`src/rtl/fetch_pkg.sv`:
```
// Shared types and constants for the instruction fetch front end.
package fetch_pkg;

   typedef logic [15:0] halfword_t;

   typedef enum logic [1:0] {
      IDLE       = 2'd0,
      WAIT       = 2'd1,
      WAIT_STALE = 2'd2
   } fetch_state_t;

   localparam logic [1:0] INSTR_LEN_32 = 2'b11;

endpackage

```
`src/rtl/instr_fetch_aligner.sv`:
```
// Fetch front end: word-aligned memory reads, parcel alignment, one instruction per handshake.
// Optional feature macro: RV_COMPRESSED_EN (16-bit parcel alignment; otherwise whole-word buffer).
module instr_fetch_aligner
   import fetch_pkg::*;
#(
   parameter logic [31:0] RESET_PC = 32'h0000_0000
) (
   input  logic        clk,
   input  logic        rst_n,
   output logic        mem_req,
   output logic [31:0] mem_addr,
   input  logic        mem_rvalid,
   input  logic [31:0] mem_rdata,
   output logic        instr_valid,
   input  logic        instr_ready,
   output logic [31:0] instr_out,
   output logic [31:0] instr_pc,
   input  logic        redirect_valid,
   input  logic [31:0] redirect_pc
);

   fetch_state_t state_q, state_d;
   logic         mem_req_q, mem_req_d;
   logic [31:0]  mem_addr_q, mem_addr_d;
   logic [31:0]  faddr_q, faddr_d;
   logic [31:0]  pc_q, pc_d;
   logic         room;
   logic         fire;
   logic         rsp_live;
   logic [31:0]  redir_faddr;

   assign redir_faddr = {redirect_pc[31:2], 2'b00};
   assign fire        = instr_valid & instr_ready;
   // Only a live (non-stale) response may touch the buffer; redirect overrides it.
   assign rsp_live    = (state_q == WAIT) && mem_rvalid && !redirect_valid;

   assign mem_req  = mem_req_q;
   assign mem_addr = mem_addr_q;
   assign instr_pc = pc_q;

   always_comb begin
      state_d    = state_q;
      mem_req_d  = mem_req_q;
      mem_addr_d = mem_addr_q;
      faddr_d    = faddr_q;
      if (redirect_valid) begin
         faddr_d = redir_faddr;
         case (state_q)
            WAIT: state_d = WAIT_STALE;
            WAIT_STALE: begin
               if (mem_rvalid) begin
                  state_d    = WAIT;
                  mem_req_d  = 1'b1;
                  mem_addr_d = redir_faddr;
               end
            end
            default: begin
               state_d    = WAIT;
               mem_req_d  = 1'b1;
               mem_addr_d = redir_faddr;
            end
         endcase
      end else begin
         case (state_q)
            WAIT: begin
               if (mem_rvalid) begin
                  state_d   = IDLE;
                  mem_req_d = 1'b0;
                  faddr_d   = faddr_q + 32'd4;
               end
            end
            WAIT_STALE: begin
               // Stale data is dropped; the replacement request goes out right away.
               if (mem_rvalid) begin
                  state_d    = WAIT;
                  mem_req_d  = 1'b1;
                  mem_addr_d = faddr_q;
               end
            end
            default: begin
               if (room) begin
                  state_d    = WAIT;
                  mem_req_d  = 1'b1;
                  mem_addr_d = faddr_q;
               end
            end
         endcase
      end
   end

   always_ff @(posedge clk) begin
      if (!rst_n) begin
         state_q    <= IDLE;
         mem_req_q  <= 1'b0;
         mem_addr_q <= {RESET_PC[31:2], 2'b00};
         faddr_q    <= {RESET_PC[31:2], 2'b00};
      end else begin
         state_q    <= state_d;
         mem_req_q  <= mem_req_d;
         mem_addr_q <= mem_addr_d;
         faddr_q    <= faddr_d;
      end
   end

`ifdef RV_COMPRESSED_EN
   halfword_t [2:0] pbuf_q, pbuf_d;
   halfword_t [2:0] sh;
   logic [1:0]      cnt_q, cnt_d;
   logic [2:0]      n;
   logic            skip_q, skip_d;
   logic            is32;
   logic            unused_pc_bit;

   assign unused_pc_bit = redirect_pc[0];
   assign is32          = (pbuf_q[0][1:0] == INSTR_LEN_32);
   assign instr_valid   = is32 ? (cnt_q >= 2'd2) : (cnt_q != 2'd0);
   assign instr_out     = is32 ? {pbuf_q[1], pbuf_q[0]} : {16'h0000, pbuf_q[0]};
   assign room          = (cnt_q <= 2'd1);

   always_comb begin
      pbuf_d = pbuf_q;
      cnt_d  = cnt_q;
      pc_d   = pc_q;
      skip_d = skip_q;
      sh     = pbuf_q;
      n      = {1'b0, cnt_q};
      if (redirect_valid) begin
         cnt_d  = 2'd0;
         pc_d   = {redirect_pc[31:1], 1'b0};
         skip_d = redirect_pc[1];
      end else begin
         if (fire) begin
            if (is32) begin
               sh[0] = pbuf_q[2];
               n     = n - 3'd2;
               pc_d  = pc_q + 32'd4;
            end else begin
               sh[0] = pbuf_q[1];
               sh[1] = pbuf_q[2];
               n     = n - 3'd1;
               pc_d  = pc_q + 32'd2;
            end
         end
         // Append lands behind whatever survived this cycle's consume.
         if (rsp_live) begin
            for (int i = 0; i < 3; i++) begin
               if (3'(i) == n)
                  sh[i] = skip_q ? mem_rdata[31:16] : mem_rdata[15:0];
               else if ((3'(i) == n + 3'd1) && !skip_q)
                  sh[i] = mem_rdata[31:16];
            end
            n      = n + (skip_q ? 3'd1 : 3'd2);
            skip_d = 1'b0;
         end
         pbuf_d = sh;
         cnt_d  = n[1:0];
      end
   end

   always_ff @(posedge clk) begin
      if (!rst_n) begin
         pbuf_q <= '0;
         cnt_q  <= 2'd0;
         skip_q <= RESET_PC[1];
         pc_q   <= {RESET_PC[31:1], 1'b0};
      end else begin
         pbuf_q <= pbuf_d;
         cnt_q  <= cnt_d;
         skip_q <= skip_d;
         pc_q   <= pc_d;
      end
   end
`else
   logic [31:0] word_q, word_d;
   logic        full_q, full_d;
   logic [1:0]  unused_pc_bits;

   assign unused_pc_bits = redirect_pc[1:0];
   assign instr_valid    = full_q;
   assign instr_out      = word_q;
   assign room           = !full_q || fire;

   always_comb begin
      word_d = word_q;
      full_d = full_q;
      pc_d   = pc_q;
      if (redirect_valid) begin
         full_d = 1'b0;
         pc_d   = redir_faddr;
      end else begin
         if (fire) begin
            full_d = 1'b0;
            pc_d   = pc_q + 32'd4;
         end
         if (rsp_live) begin
            word_d = mem_rdata;
            full_d = 1'b1;
         end
      end
   end

   // Whole-word mode only ever sits on word boundaries.
   always_ff @(posedge clk) begin
      if (!rst_n) begin
         word_q <= 32'h0;
         full_q <= 1'b0;
         pc_q   <= {RESET_PC[31:2], 2'b00};
      end else begin
         word_q <= word_d;
         full_q <= full_d;
         pc_q   <= pc_d;
      end
   end
`endif

endmodule

```
`config.mk`:
```
export PLATFORM = sky130hd
export DESIGN_NAME = instr_fetch_aligner
export DESIGN_NICKNAME = d
export VERILOG_FILES = /design/src/rtl/fetch_pkg.sv /design/src/rtl/instr_fetch_aligner.sv
export SDC_FILE = /design/constraint.sdc
export NUM_CORES = 1
export LEC_CHECK = 0
export ABC_AREA = 1
export CAP_MARGIN = 20
export CORE_MARGIN = 2
export CORE_UTILIZATION = 52
export DETAILED_ROUTE_END_ITERATION = 7
export DONT_BUFFER_PORTS = 1
export HOLD_SLACK_MARGIN = 0.03
export PLACE_DENSITY = 0.71
export SLEW_MARGIN = 0
export SYNTH_ARGS = -nofsm -noshare
export SYNTH_HDL_FRONTEND = slang
export SYNTH_SLANG_ARGS = --single-unit
```
`constraint.sdc`:
```
create_clock -name clk -period 2 [get_ports clk]
set_input_delay 0.1 -clock clk [delete_from_list [all_inputs] [get_ports clk]]
set_output_delay 0.1 -clock clk [all_outputs]
set_load 0.02 [all_outputs]
```
## Word-level counts from Yosys, hierarchy flattened

Cells that the tools add are included.

| cells by class | value |
|---|---|
| add/sub/neg operators | 2 |
| equal/unequal tests | 6 |
| mux-type cells | 25 |
| bitwise gates (word level) | 4 |
| reductions and logical operators | 18 |

Operators with widths:

| operator | count |
|---|---|
| two-way mux 32 bit | 9 |
| one-hot mux 32 bit (2 select lines) | 2 |
| adder 32 x 3 -> 32 bit, second input constant | 2 |
| two-way mux 2 bit | 4 |
| one-hot mux 2 bit (2 select lines) | 2 |
| AND reduction 2 bit | 4 |
| nonzero test 2 bit | 4 |
| two-way mux 1 bit | 6 |
| != test 2 bit, second input constant | 3 |
| AND reduction 3 bit | 2 |
| one-hot mux 1 bit (2 select lines) | 2 |
| nonzero test 4 bit | 1 |
| != test 3 bit, second input constant | 1 |
| inverter 1 bit | 3 |
| nonzero test 3 bit | 1 |
| == test 2 x 1 -> 1 bit, second input constant | 1 |
| == test 2 bit, second input constant | 1 |
| logical AND 1 bit | 2 |
| zero test 1 bit | 2 |
| OR reduction 2 bit | 1 |
| AND 1 bit | 1 |
| logical OR 1 bit | 1 |

| storage, ports and cells | value |
|---|---|
| bits in registers | 132 |
| bits of input ports | 69 |
| output and inout port bits | 98 |
| logic and storage cells | 64 |

## Logic depth before layout (Yosys ltp)

| logic depth | value |
|---|---|
| word-level depth | 5 |
| depth in mapped cells | 12 |
| gate-level depth less buffers | 12 |

## Least setup slack after synthesis

OpenSTA, ideal clock, no wires.

| path | value |
|---|---|
| kind | flip-flop to flip-flop |
| start | reg pc_q[2], in the netlist instr_pc[2] |
| end | reg pc_q[26], in the netlist instr_pc[26] |
| setup time | 0.070 ns |
| arrival | 1.494 ns |
| data required time | 1.930 ns |
| setup slack | 0.435 ns |
| cell stages (with the launch flop) | 10 |
| buffers on the path | 0 |
| clock period less this slack | 1.565 ns |
| path through | dfxtp_1 > ha_1 > nand3_1 > nor2_1 > nand3_1 > nor2_1 > nand3_1 > nand2_1 > nand2_1 > a21oi_1 |

| between the ends | value |
|---|---|
| word-level cells in the longest chain between the ends | 3 |

Ends and longest elaborated chain:

| what | RTL line | text |
|---|---|---|
| start: declaration | instr_fetch_aligner.sv:26 | `logic [31:0] pc_q, pc_d;` |
| start signal: assignment | instr_fetch_aligner.sv:207 | `pc_q <= {RESET_PC[31:2], 2'b00};` |
| start signal: assignment | instr_fetch_aligner.sv:211 | `pc_q <= pc_d;` |
| adder 32 x 3 -> 32 bit | instr_fetch_aligner.sv:193 | `pc_d = pc_q + 32'd4;` |
| two-way mux 32 bit | instr_fetch_aligner.sv:191 | `if (fire) begin` |
| two-way mux 32 bit | instr_fetch_aligner.sv:187 | `if (redirect_valid) begin` |

Every way passes these cells. The select of a mux whose other input is x is not followed.
A chain may end at the register's enable or synchronous reset.

## Final worst setup path

| path | value |
|---|---|
| start | reg full_q, in the netlist instr_valid |
| end | reg pc_q[3], in the netlist instr_pc[3] |

| between the ends | value |
|---|---|
| word-level cells in the longest chain between the ends | 2 |

Ends and longest elaborated chain:

| what | RTL line | text |
|---|---|---|
| start: declaration | instr_fetch_aligner.sv:175 | `logic full_q, full_d;` |
| start signal: assignment | instr_fetch_aligner.sv:210 | `full_q <= full_d;` |
| AND 1 bit | instr_fetch_aligner.sv:33 | `assign fire = instr_valid & instr_ready;` |
| nonzero test 2 bit (no line) | - |  |

Every way passes these cells.

==> flow_metrics.env <==
export IMPL_outcome="finished clean"
export IMPL_io_pin_count=167
export IMPL_worstPathArrival_ps=2260
export IMPL_clock_fmax_ghz=0.529
export IMPL_dominantRegCellSynth="dfxtp_1"
export IMPL_synth_top_cell_area_share=0.378
export IMPL_route_detailed_wl_per_inst_um=16.6
export IMPL_ant_nets=0
export IMPL_synth_area_leader_cell="dfxtp_1"
export IMPL_maximum_net_fanout_on_the_critical_path=10
export IMPL_portBuffers=0
export IMPL_setup_viol=0
export IMPL_yosysWarningCount=0
export IMPL_synth_async_reset_ratio=0
export IMPL_synth_area_per_cell_um2=6.63
export IMPL_antenna_violations_before_repair=0
export IMPL_cts_max_path_buffers=2
export IMPL_dr_pass1_iters=7
export IMPL_layout_drive_gt1_share=0.0987
export IMPL_rsz0062_at_grt="no"
export IMPL_place_congestion=0.887
export IMPL_finalClockSkew_ps=11.7
export IMPL_initial_utilization=0.531
export IMPL_htree_levels=4
export IMPL_synth_enable_flop_cells=0
export IMPL_ctsRootBufferMaster="clkbuf_16"
export IMPL_dp_slack_ps=215
export IMPL_final_hold_violation_count=0
export IMPL_drt_wl_total_um=21000
export IMPL_syn_std_cell_area_mm2=0.00667
export IMPL_mostFrequentLayoutCells="nand2_1, nor2_1, dfxtp_1"
export IMPL_vdd_ir_drop_worst_mv=0.644
export IMPL_post_layout_total_power_mw=7.14
export IMPL_power_density_mw_per_mm2=860
export IMPL_tritoncts="done"
export IMPL_cts_sinks=126
export IMPL_power_share_switching=0.290
export IMPL_synth_seq_area_share=0.378
export IMPL_cts_clk_slew_worst_paths_ps=60
export IMPL_floorplan_die_area_mm2=0.0138
export IMPL_power_clock_fraction=0.455
export IMPL_antenna_cells_inserted=0
export IMPL_synth_distinct_cells=40
export IMPL_leakagePower_nw=3.52
export IMPL_share_comb_of_total_power=0.120
export IMPL_cp_data_required_time_ps=2370
export IMPL_numnets_final=1154
export IMPL_postSynthRegisterBits=126
export IMPL_worst_setup_path_start_kind="flip-flop"
export IMPL_rows=41
export IMPL_final_critical_path_setup_slack_ps=109
export IMPL_intPower_mw=5.06
export IMPL_fin_hold_ws_ps=27.3
export IMPL_detailed_place_hpwl_um=13500
export IMPL_pin_count_of_the_biggest_net_entering_global_routing=87
export IMPL_fin_util=0.660
export IMPL_grt_pass1_vias=6691
export IMPL_remaining_global_route_overflow=0
export IMPL_max_cap_viol_count=0
export IMPL_layout_worst_path_cycle_share=0.945
export IMPL_synth_top_cells_by_area="dfxtp_1, nand2_1, nor2_1, o21ai_0, inv_1"
export IMPL_syn_to_final_growth_pct=24.3
export IMPL_grt_first_pass_wirelength_um=32900
export IMPL_power_frac_seq=0.425
export IMPL_vias_per_cell=5.53
export IMPL_dieHeight_um=117
export IMPL_core_region_area_mm2=0.0126
export IMPL_timing_hold_worst_class="input port to flip-flop"
export IMPL_cts_inserted_buffers=17
export IMPL_drc_errors=0
export IMPL_post_route_min_period_ps=1890
export IMPL_syn_inst=1006
export IMPL_crit_path_end_kind="flip-flop"
export IMPL_gr_usage_all_layers=0.310
export IMPL_detailroute_via_count=7003
export IMPL_switching_power_mw=2.07
export IMPL_detail_route_iter0_violations=706
export IMPL_die_w_um=117
export IMPL_layout_commonest_cell="nand2_1"
export IMPL_finalSetupTns_ps=0
export IMPL_timing_final_max_slew_violations=0
export IMPL_clock_insertion_delay_worst_skew_ps=430
export IMPL_worst_setup_path_type="flip-flop to flip-flop"
[synth_stat cells (2+ instances only)]
cell type    n
nand2_1    229
clkbuf_1    23
nand3b_1     4
nand3_1     49
xor2_1      11
a31oi_1     34
o21a_1       4
nor2_2      13
inv_1       97
o21ai_1      2
nor2_4       6
nor3_1       9
xnor2_1      8
ha_1         4
o21ai_0     98
a21oi_1     68
inv_2        6
nand2_4      4
nand4_1     14
nor2_8       2
or2_2        2
nor2_1     144
o21bai_1     7
o211ai_1     3
nand2_2      5
dfxtp_1    126
buf_1        5
buf_4        4
buf_2       13
nor3_2       2
[sequential cells by signal, summed over array words and instances (netlist names)]
name	count
instr_pc	30
mem_req	1
faddr_q	30
mem_addr	30
state_q	2
instr_out	32
instr_valid	1
[logic make-up after synthesis]
group,Yosys count,share of synthesized area
AND/OR/NAND/NOR,485,0.319
AO/OA/AOI/OAI,222,0.181
buffers and inverters,149,0.0891
flip-flops,126,0.378
XOR/XNOR,19,0.0249
adder cells (fa/ha/maj),4,0.00750
other,1,0.000562
[metal layers]
layer | GRT usage | part of all wire
met1 | 0.388 | 0.41
met2 | 0.490 | 0.45
met3 | 0.0808 | 0.098
met4 | 0.166 | 0.038
met5 | 0 | 0
[cell type report]
| cell class | instances | area, um^2 |
|---|---|---|
| fillers | 1100 | 4270 |
| multi-input cells | 734 | 3570 |
| flip-flops and latches | 126 | 2520 |
| repair buffers | 99 | 968 |
| clock buffers | 18 | 439 |
| inverters | 103 | 393 |
| well taps | 172 | 215 |
| clock inverters | 14 | 184 |
[timing repair]
action | CTS | global route
setup buffers | 0 | 0
setup endpoints to repair | 0 | 2
hold endpoints to repair | 106 | 0
hold buffers | 69 | 0
gates resized for setup | 0 | 5
[path summary, 6_finish.rpt]
check	startpoint	endpoint	slack, ps	depth (start not counted)
setup / recovery	instr_valid	instr_pc[3]	110	7
hold / removal	redirect_pc[22]	instr_pc[22]	30	2
setup reg to reg	instr_valid	instr_pc[3]	110	7
hold reg to reg	state_q[0]	state_q[0]	510	2
[critical path, cell delays in order, from the launching register on]
cell           delay, ps
dfxtp_1              360
nand2_2              170
inv_2                240
nor2_2                70
inv_2                170
o21ai_0              100
a31oi_1              150
dlygate4sd3_1        560
[power by group through the flow]
stage	Clock (mW)	Combinational [mW]	Sequential, mW
final	3.25	0.855	3.04
after CTS	3.28	0.835	3.03
after floorplan	0	0.505	3.06
after detailed placement	0	0.677	3.08
after global routing	3.39	0.952	3.06
after global placement	0	0.663	3.08
[metrics by stage]
| stage | cells | cell area (um^2) |
|---|---|---|
| final | 1266 | 8300 |
| after global routing | 1266 | 8300 |
| after CTS | 1266 | 8280 |
| after detailed placement | 1165 | 6940 |
| after global placement | 1165 | 6940 |
| after floorplan | 1009 | 6690 |
No activity file was read; power rests on OpenSTA's default activity.
